File: config.mk
export PLATFORM = sky130hd
export DESIGN_NAME = uart_tx_ctrl
export DESIGN_NICKNAME = d
export VERILOG_FILES = /design/src/rtl/uart_pkg.sv /design/src/rtl/uart_tx_ctrl.sv
export SDC_FILE = /design/constraint.sdc
export NUM_CORES = 1
export LEC_CHECK = 0
export ABC_AREA = 1
export BUFFER_PORTS_ARGS = -buffer_cell sky130_fd_sc_hd__buf_2
export CAP_MARGIN = 20
export CORE_ASPECT_RATIO = 0.9
export CORE_MARGIN = 2
export CORE_UTILIZATION = 50
export CTS_BUF_LIST = sky130_fd_sc_hd__clkbuf_16
export DETAILED_ROUTE_END_ITERATION = 7
export PLACE_DENSITY = 0.71
export SYNTH_ARGS = -nofsm -noshare
export SYNTH_HDL_FRONTEND = slang
export SYNTH_SLANG_ARGS = --single-unit
File: constraint.sdc
create_clock -name clk -period 2.6 [get_ports clk]
set_clock_uncertainty 0.15 [all_clocks]
set_input_delay 0 -clock clk [delete_from_list [all_inputs] [get_ports clk]]
set_output_delay 0 -clock clk [all_outputs]
set_load 0.05 [all_outputs]
File: src/rtl/uart_pkg.sv
// ---------------------------------------------------------------------------
// uart_pkg
// Shared definitions for the UART transmit controller:
//   - tx_state_e         : controller FSM states
//   - DEFAULT_DATA_BITS  : default number of data bits per frame
//   - DEFAULT_OVERSAMPLE : default number of tick16 pulses per bit period
//   - STOP_BITS_ONE/TWO  : stop-bit counts selectable per frame
//   - SUB_TICK_W         : width of the per-bit sub-tick counter
// ---------------------------------------------------------------------------
package uart_pkg;

    localparam int DEFAULT_DATA_BITS  = 8;
    localparam int DEFAULT_OVERSAMPLE = 16;

    localparam int STOP_BITS_ONE = 1;
    localparam int STOP_BITS_TWO = 2;

    localparam int SUB_TICK_W = 4;

    typedef enum logic [2:0] {
        IDLE,
        START,
        DATA,
        PARITY,
        STOP
    } tx_state_e;

endpackage

File: src/rtl/uart_tx_ctrl.sv
// ---------------------------------------------------------------------------
// uart_tx_ctrl
// Serialises one data word per request into a UART frame:
// start bit, DATA_BITS data bits (LSB first), optional parity bit,
// and one or two stop bits. Bit timing comes from an external
// divide-by-16 baud counter through tick16; this block restarts that
// counter's phase with div_clear whenever a new frame is accepted.
//
// Ports:
//   clk        in   single clock, rising edge
//   reset      in   synchronous, active-high reset
//   tick16     in   one-cycle pulse from the baud divider
//   tx_valid   in   requester has a word to send
//   tx_data    in   word to send, sampled on accept
//   parity_en  in   append parity bit, sampled on accept
//   parity_odd in   1 = odd parity, 0 = even, sampled on accept
//   two_stop   in   1 = two stop bits, sampled on accept
//   tx_ready   out  controller can accept a word (IDLE only)
//   tx_out     out  registered serial line, idle high
//   busy       out  frame in progress
//   div_clear  out  one-cycle pulse restarting the divider phase
//   done       out  one-cycle pulse in the first IDLE cycle after STOP
// ---------------------------------------------------------------------------
module uart_tx_ctrl
    import uart_pkg::*;
#(
    parameter int DATA_BITS  = DEFAULT_DATA_BITS,
    parameter int OVERSAMPLE = DEFAULT_OVERSAMPLE
) (
    input  logic                 clk,
    input  logic                 reset,
    input  logic                 tick16,
    input  logic                 tx_valid,
    input  logic [DATA_BITS-1:0] tx_data,
    input  logic                 parity_en,
    input  logic                 parity_odd,
    input  logic                 two_stop,
    output logic                 tx_ready,
    output logic                 tx_out,
    output logic                 busy,
    output logic                 div_clear,
    output logic                 done
);

    // The bit counter must be able to hold DATA_BITS itself, since it
    // increments on the final data bit as well.
    localparam int BIT_CNT_W = $clog2(DATA_BITS + 1);

    localparam logic [BIT_CNT_W-1:0]  BIT_LAST      = BIT_CNT_W'(DATA_BITS - 1);
    localparam logic [BIT_CNT_W-1:0]  BIT_ONE       = BIT_CNT_W'(1);
    localparam logic [SUB_TICK_W-1:0] TICK_LAST     = SUB_TICK_W'(OVERSAMPLE - 1);
    localparam logic [SUB_TICK_W-1:0] TICK_ONE      = SUB_TICK_W'(1);
    localparam logic [1:0]            STOP_LAST_ONE = 2'(STOP_BITS_ONE - 1);
    localparam logic [1:0]            STOP_LAST_TWO = 2'(STOP_BITS_TWO - 1);

    tx_state_e              r_state;
    tx_state_e              w_nextState;

    logic [SUB_TICK_W-1:0]  r_subTick;
    logic [BIT_CNT_W-1:0]   r_bitCnt;
    logic [1:0]             r_stopCnt;
    logic [DATA_BITS-1:0]   r_shift;

    logic                   r_parityEn;
    logic                   r_twoStop;
    logic                   r_parityBit;

    logic                   r_txOut;
    logic                   r_done;

    logic                   w_nextTxOut;
    logic                   w_frameDone;
    logic                   w_accept;
    logic                   w_bitEnd;
    logic                   w_lastData;
    logic                   w_lastStop;
    logic                   w_parityNow;
    logic [DATA_BITS-1:0]   w_shiftNext;

    // Accept is gated by reset so that div_clear stays low while reset is held.
    assign w_accept    = tx_valid && (r_state == IDLE) && !reset;

    // A bit period ends on the tick16 seen while the sub-tick counter is at
    // its last value; ticks in IDLE (including one coincident with accept)
    // never count.
    assign w_bitEnd    = tick16 && (r_state != IDLE) && (r_subTick == TICK_LAST);

    assign w_shiftNext = r_shift >> 1;
    assign w_lastData  = (r_bitCnt == BIT_LAST);
    assign w_lastStop  = (r_stopCnt == (r_twoStop ? STOP_LAST_TWO : STOP_LAST_ONE));

    // Parity of the word being accepted, folded with the odd/even select so
    // only a single bit has to be held for the whole frame.
    assign w_parityNow = (^tx_data) ^ parity_odd;

    // FSM state register
    always_ff @(posedge clk) begin
        if (reset) begin
            r_state <= IDLE;
        end else begin
            r_state <= w_nextState;
        end
    end

    // Next-state logic. tx_out is computed here as the value the line takes
    // on entry to the next bit, so the registered line only changes at state
    // or bit boundaries.
    always_comb begin
        w_nextState = r_state;
        w_nextTxOut = r_txOut;
        w_frameDone = 1'b0;

        unique case (r_state)
            IDLE: begin
                w_nextTxOut = 1'b1;
                if (w_accept) begin
                    w_nextState = START;
                    w_nextTxOut = 1'b0;
                end
            end

            START: begin
                if (w_bitEnd) begin
                    w_nextState = DATA;
                    w_nextTxOut = r_shift[0];
                end
            end

            DATA: begin
                if (w_bitEnd) begin
                    if (w_lastData) begin
                        if (r_parityEn) begin
                            w_nextState = PARITY;
                            w_nextTxOut = r_parityBit;
                        end else begin
                            w_nextState = STOP;
                            w_nextTxOut = 1'b1;
                        end
                    end else begin
                        w_nextTxOut = w_shiftNext[0];
                    end
                end
            end

            PARITY: begin
                if (w_bitEnd) begin
                    w_nextState = STOP;
                    w_nextTxOut = 1'b1;
                end
            end

            STOP: begin
                w_nextTxOut = 1'b1;
                if (w_bitEnd && w_lastStop) begin
                    w_nextState = IDLE;
                    w_frameDone = 1'b1;
                end
            end

            default: begin
                w_nextState = IDLE;
                w_nextTxOut = 1'b1;
            end
        endcase
    end

    // Datapath: frame configuration latch, sub-tick/bit/stop counters,
    // shift register, and the registered line and done pulse.
    always_ff @(posedge clk) begin
        if (reset) begin
            r_subTick   <= '0;
            r_bitCnt    <= '0;
            r_stopCnt   <= '0;
            r_shift     <= '0;
            r_parityEn  <= 1'b0;
            r_twoStop   <= 1'b0;
            r_parityBit <= 1'b0;
            r_txOut     <= 1'b1;
            r_done      <= 1'b0;
        end else begin
            r_txOut <= w_nextTxOut;
            r_done  <= w_frameDone;

            if (w_accept) begin
                r_shift     <= tx_data;
                r_parityEn  <= parity_en;
                r_twoStop   <= two_stop;
                r_parityBit <= w_parityNow;
                r_subTick   <= '0;
                r_bitCnt    <= '0;
                r_stopCnt   <= '0;
            end else if ((r_state != IDLE) && tick16) begin
                if (w_bitEnd) begin
                    r_subTick <= '0;
                    if (r_state == DATA) begin
                        r_shift  <= w_shiftNext;
                        r_bitCnt <= r_bitCnt + BIT_ONE;
                    end
                    if (r_state == STOP) begin
                        r_stopCnt <= r_stopCnt + 2'd1;
                    end
                end else begin
                    r_subTick <= r_subTick + TICK_ONE;
                end
            end
        end
    end

    assign tx_ready  = (r_state == IDLE);
    assign busy      = (r_state != IDLE);
    assign tx_out    = r_txOut;
    assign done      = r_done;
    assign div_clear = w_accept;

endmodule

Yosys cells after proc, flatten, opt, wreduce, memory -nomap -nowiden. Index checks and enable logic that the tools add are counted.

Bits of input ports: 15. Register bits after elaboration: 26. Output and inout port bits: 5. Logic and storage cells: 69.

Equal/unequal tests: 13. Multiplexer cells: 22. Add/subtract/negate cells: 3. Bitwise logic cells: 2. Reductions and logical operators: 19.

Operators by type and width (number): 8-bit 2-to-1 mux (4); 3-bit 2-to-1 mux (7); 3-bit one-hot mux with 5 select lines (1); 3-bit AND reduction (4); 2-bit != test, second input constant (5); 4-bit by 1-bit adder with 4-bit output, second input constant (2); 1-bit 2-to-1 mux (8); 8-bit parity (1); 3-bit by 2-bit == test with 1-bit output, second input constant (2); 6-bit AND reduction (1); 2-bit nonzero test (3); 1-bit logical AND (5); 4-bit by 3-bit == test with 1-bit output, second input constant (1); 4-bit == test, second input constant (1); 4-bit 2-to-1 mux (1); 1-bit one-hot mux with 4 select lines (1); 2-bit OR reduction (2); 3-bit by 1-bit == test with 1-bit output, second input constant (1); 3-bit == test, second input constant (1); 3-bit logical NOT (1); 3-bit nonzero test (1); 2-bit by 1-bit adder with 2-bit output, second input constant (1); 2-bit by 1-bit == test with 1-bit output (1); 2-bit by 1-bit != test with 1-bit output, second input constant (1); other kinds (3) (3).

Logic depth before layout (Yosys ltp).
Depth after elaboration: 6. Mapped depth: 11. Mapped depth without buffers: 11.

Worst setup path before layout. No wires, ideal clock.

Path type: reg-to-reg. Start: register r_state[0]. End: register r_shift[0]. Setup slack: 0.944 ns. Cell stages (with the launch flop): 9. Required time: 2.334 ns. Path buffers: 0. Setup time: 0.116 ns. Clock period less this slack: 1.656 ns. Data arrival time: 1.390 ns. Path through: dfxtp_1 > nor2_4 > nand2_4 > inv_4 > nand3_4 > inv_4 > nor2_4 > nor2_1 > nor2_1.

Cells in the longest elaborated chain, start to end: 5. Elaborated cells on any way between the ends: 12. Those cells by class: 1 x eq/ne; 1 x mux; 10 x reduce/logical.

Ends and longest elaborated chain: start, declared (RTL line uart_tx_ctrl.sv:56) `tx_state_e r_state;`; start signal, assigned (RTL line uart_tx_ctrl.sv:101) `r_state <= w_nextState;`; 3-bit nonzero test *; via busy (RTL line uart_tx_ctrl.sv:40) `output logic busy,`; 1-bit logical AND * (RTL line uart_tx_ctrl.sv:86, uart_tx_ctrl.sv:192); 1-bit logical AND (RTL line uart_tx_ctrl.sv:86) `assign w_bitEnd = tick16 && (r_state != IDLE) && (r_subTick == TICK_LAST);`; 2-bit nonzero test (no line); 3-bit AND reduction (no line) *; end signal, assigned (RTL line uart_tx_ctrl.sv:185) `r_shift <= tx_data;`; end signal, assigned (RTL line uart_tx_ctrl.sv:196) `r_shift <= w_shiftNext;`; end, declared (RTL line uart_tx_ctrl.sv:62) `logic [DATA_BITS-1:0] r_shift;`.

The timed path passes the listed nets; every way through them passes the cells marked *. A chain may end at the register's enable or synchronous reset.

Worst setup path after layout.
Start: register r_state[0]. End: register r_shift[3].

Cells in the longest elaborated chain, start to end: 5. Elaborated cells on any way between the ends: 12. Those cells by class: 1 x eq/ne; 1 x mux; 10 x reduce/logical.

Ends and longest elaborated chain (RTL line): 3-bit logical NOT or 3-bit nonzero test (tied branches) (uart_tx_ctrl.sv:81, uart_tx_ctrl.sv:86, uart_tx_ctrl.sv:192); 1-bit logical AND, on equally long branches (uart_tx_ctrl.sv:81, uart_tx_ctrl.sv:86, uart_tx_ctrl.sv:192); 1-bit logical AND, on equally long branches (uart_tx_ctrl.sv:81, uart_tx_ctrl.sv:86); 2-bit nonzero test (no line); 3-bit AND reduction (no line).

Several ways; a longest one is shown, not always the timed one.

==> reports/metrics.csv <==
metric;value;unit
result of the run;finished, final reports clean;
sink of the worst hold path;r_shift[0];
transition time at the pin with the least slew margin;0.270;ns
Min Clock Period, post-route;2.16;ns
hold path depth;5;
Die Width;61.4;um
Cell Pwr Density;762;nW/um^2
count of boundary I/O pins;20;
number of antenna violations at the first check in global routing;0;
fraction of final layout cells sized beyond drive strength 1;15.3;%
Cell Rows;18;
starting density of the core;53.1;%
top cell type by total area after synthesis;sky130_fd_sc_hd__dfxtp_1;
TritonCTS sink count;26;
total wire length;3070;um
area added between synthesis and finish;21.5;%
signal arrival time at the worst endpoint;2.21;ns
reg2reg setup slack;0.44;ns
count of synthesis-stage warnings from yosys;0;
kind of end point of the critical path;flip-flop;
number of antenna cells inserted;0;
Final setup viols;0;
clock tree from TritonCTS;built;
Seq/Total Area, Yosys;35.1;%
Peak VDD IR;0.000479;V
slowest stage delay, CP;0.55;ns
PortBufs;19;
Critical Path Source Type;flip-flop;
netlist area before placement;1480;sq um
wire length per cell;10.2;um
antenna-violating nets left;0;
dominant cells by area after synthesis;sky130_fd_sc_hd__dfxtp_1 35%, sky130_fd_sc_hd__nand2_1 18%, sky130_fd_sc_hd__inv_1 8.3%;
Max-cap violations;0;
half-perimeter wire length after placement;2230;um
number of vias per cell;4.72;
GRT Residual Overflow;0;
count of instances resized after the clock tree is built;0;
number of buffers on the longest clock path;2;
largest fanout on the critical path;14;
die height;55.7;um
leakage power total;0.000830;uW
final setup TNS;0;ns
worst hold margin;0.00479;ns
Synth Net Count;247;
latest clock arrival within the worst-skew pair;0.26;ns
iteration-0 DRC count of the detailed router;66;
relative slew slack;82.0;%
leading cell type by number of instances after synthesis;sky130_fd_sc_hd__nand2_1;
number of distinct library cells after synthesis;27;
final hold violations;0;
RSZ-0062 raised after global routing;false;
CORE AREA;2790;sq um
overall power after layout;1370;uW
Cell Chain, Critical Path;nor2_4 -> nand2_4 -> inv_4 -> nand3_4 -> inv_4 -> nor2_4 -> nand2_1 -> a21oi_2 -> dlygate4sd3_1;
detailed-routing iteration count for the pre-antenna-repair pass;4;
f_max;0.464;GHz
clock tree root driver cell;sky130_fd_sc_hd__clkbuf_16;
synthesized area divided by synthesized cell count;6.45;sq um
detailed-route DRC error count;0;
Reg clk slew, reported paths;0.06;ns
Final Cycle Share;83.0;%
via count of the first global-routing pass;1301;
Area after DPL;1610;sq um
CTS H-Tree Depth;1;
wire length of the first global-routing pass;5310;um
number of enable flip-flop cells after synthesis;0;
prevailing post-synth register cell;sky130_fd_sc_hd__dfxtp_1;
area of all placed cells without fillers;1800;sq um
overall global routing resource usage;19.8;%
number of CTS-inserted buffers;3;
critical path type;flip-flop to flip-flop;
Yosys top cell area share;35.1;%
number of nets in the final layout;280;
end of the worst register-to-register path;r_shift[3];
Post-Syn Instances;230;
Placer Congestion;0.847;
Setup crit start;r_state[0];
maximum number of pins on one net before global-route repair;15;
Worst Reg2Reg Path Length in Cells;9;
final count of pins violating max slew;0;
Worst EP required;2.65;ns
async set-or-reset flop fraction in the synthesized netlist;0;%
hold path start;tx_data[0];
hold crit path type;primary input to flip-flop;
Crit Reg-Reg Startpoint;r_state[0];
Die Area;3420;sq um
via count;1426;
slowest library cell on the worst path;sky130_fd_sc_hd__dlygate4sd3_1;
top cells by count, synth;73 x sky130_fd_sc_hd__nand2_1, 33 x sky130_fd_sc_hd__inv_1, 26 x sky130_fd_sc_hd__dfxtp_1;
FF+latch count, synth;26;
-- how the worst max path moves through the flow --
stage | endpoint | slack, ns
2_1_floorplan | r_shift[0] | 0.94
3_3_place_gp | r_shift[2] | 1.00
3_5_place_dp | r_state[0] | 0.97
4_1_cts | r_shift[3] | 0.45
5_1_grt | r_shift[3] | 0.24
6_report | r_shift[3] | 0.44
-- where the power goes --
group	switching, uW	internal (uW)	leakage (uW)	total [uW]
clock network	135	206	0.0000385	341
logic	384	164	0.000580	548
registers	38.1	446	0.000211	485
total	557	816	0.000830	1370
-- per-stage QoR --
stage,utilization [%],cells,setup slack (ns)
final,64.6,302,0.443
after global routing,64.6,302,0.238
after CTS,64.6,302,0.454
after detailed placement,57.8,287,0.966
after global placement,57.8,287,1.00
after floorplan,-,230,0.944
-- worst max-delay path, delay by kind of cell (launching register included) --
family | cells | cell delay, ns
AO/OA/AOI/OAI | 1 | 0.13
AND/OR/NAND/NOR | 5 | 0.64
buffers and inverters | 3 | 0.70
flip-flops | 1 | 0.47
-- timing repair --
item | CTS | global route
setup buffers | 0 | 0
hold buffers | 11 | 0
endpoints found under the hold margin | 10 | 0
endpoints found under the setup margin | 0 | 0
-- placed cells by master (no fill, tap or decap), drive strengths merged, types with 2 or more instances in the layout --
cell type / count
a21oi: 18
buf: 19
clkbuf: 3
clkinv: 2
dfxtp: 26
dlygate4sd3: 11
ha: 2
inv: 37
nand2: 78
nand3: 14
nand4: 2
nor2: 24
o21ai: 20
-- area by class of cell --
type                    count  area, sq um
multi-input cells         164          800
flip-flops and latches     26          520
clock inverters             1         3.75
fillers                   277          990
repair buffers             30          205
well taps                  40         50.0
inverters                  38          149
clock buffers               3         75.1
-- logic make-up after synthesis --
| logic type | Yosys count | synth area share (%) |
|---|---|---|
| compound gates | 40 | 14.6 |
| simple gates | 121 | 37.0 |
| fa+ha+maj | 2 | 1.69 |
| xor+xnor | 1 | 0.590 |
| buf+inv | 40 | 11.0 |
| flops | 26 | 35.1 |
-- state kept, by name, indices dropped and copies added (netlist names) --
name and count:
r_subTick 4, r_bitCnt 4, tx_out 1, r_parityEn 1
done 1, r_stopCnt 2, r_state 3, r_parityBit 1
r_shift 8, r_twoStop 1
-- metal layers --
layer | GRT usage (%) | part of all wire [%] | wire length, um
met5 | 0 | 0 | 0
met4 | 4.56 | 0.68 | 21
met3 | 3.49 | 2.8 | 87
met2 | 33.1 | 45 | 1370
met1 | 25.9 | 52 | 1590
No activity file was read; power rests on OpenSTA's default activity.
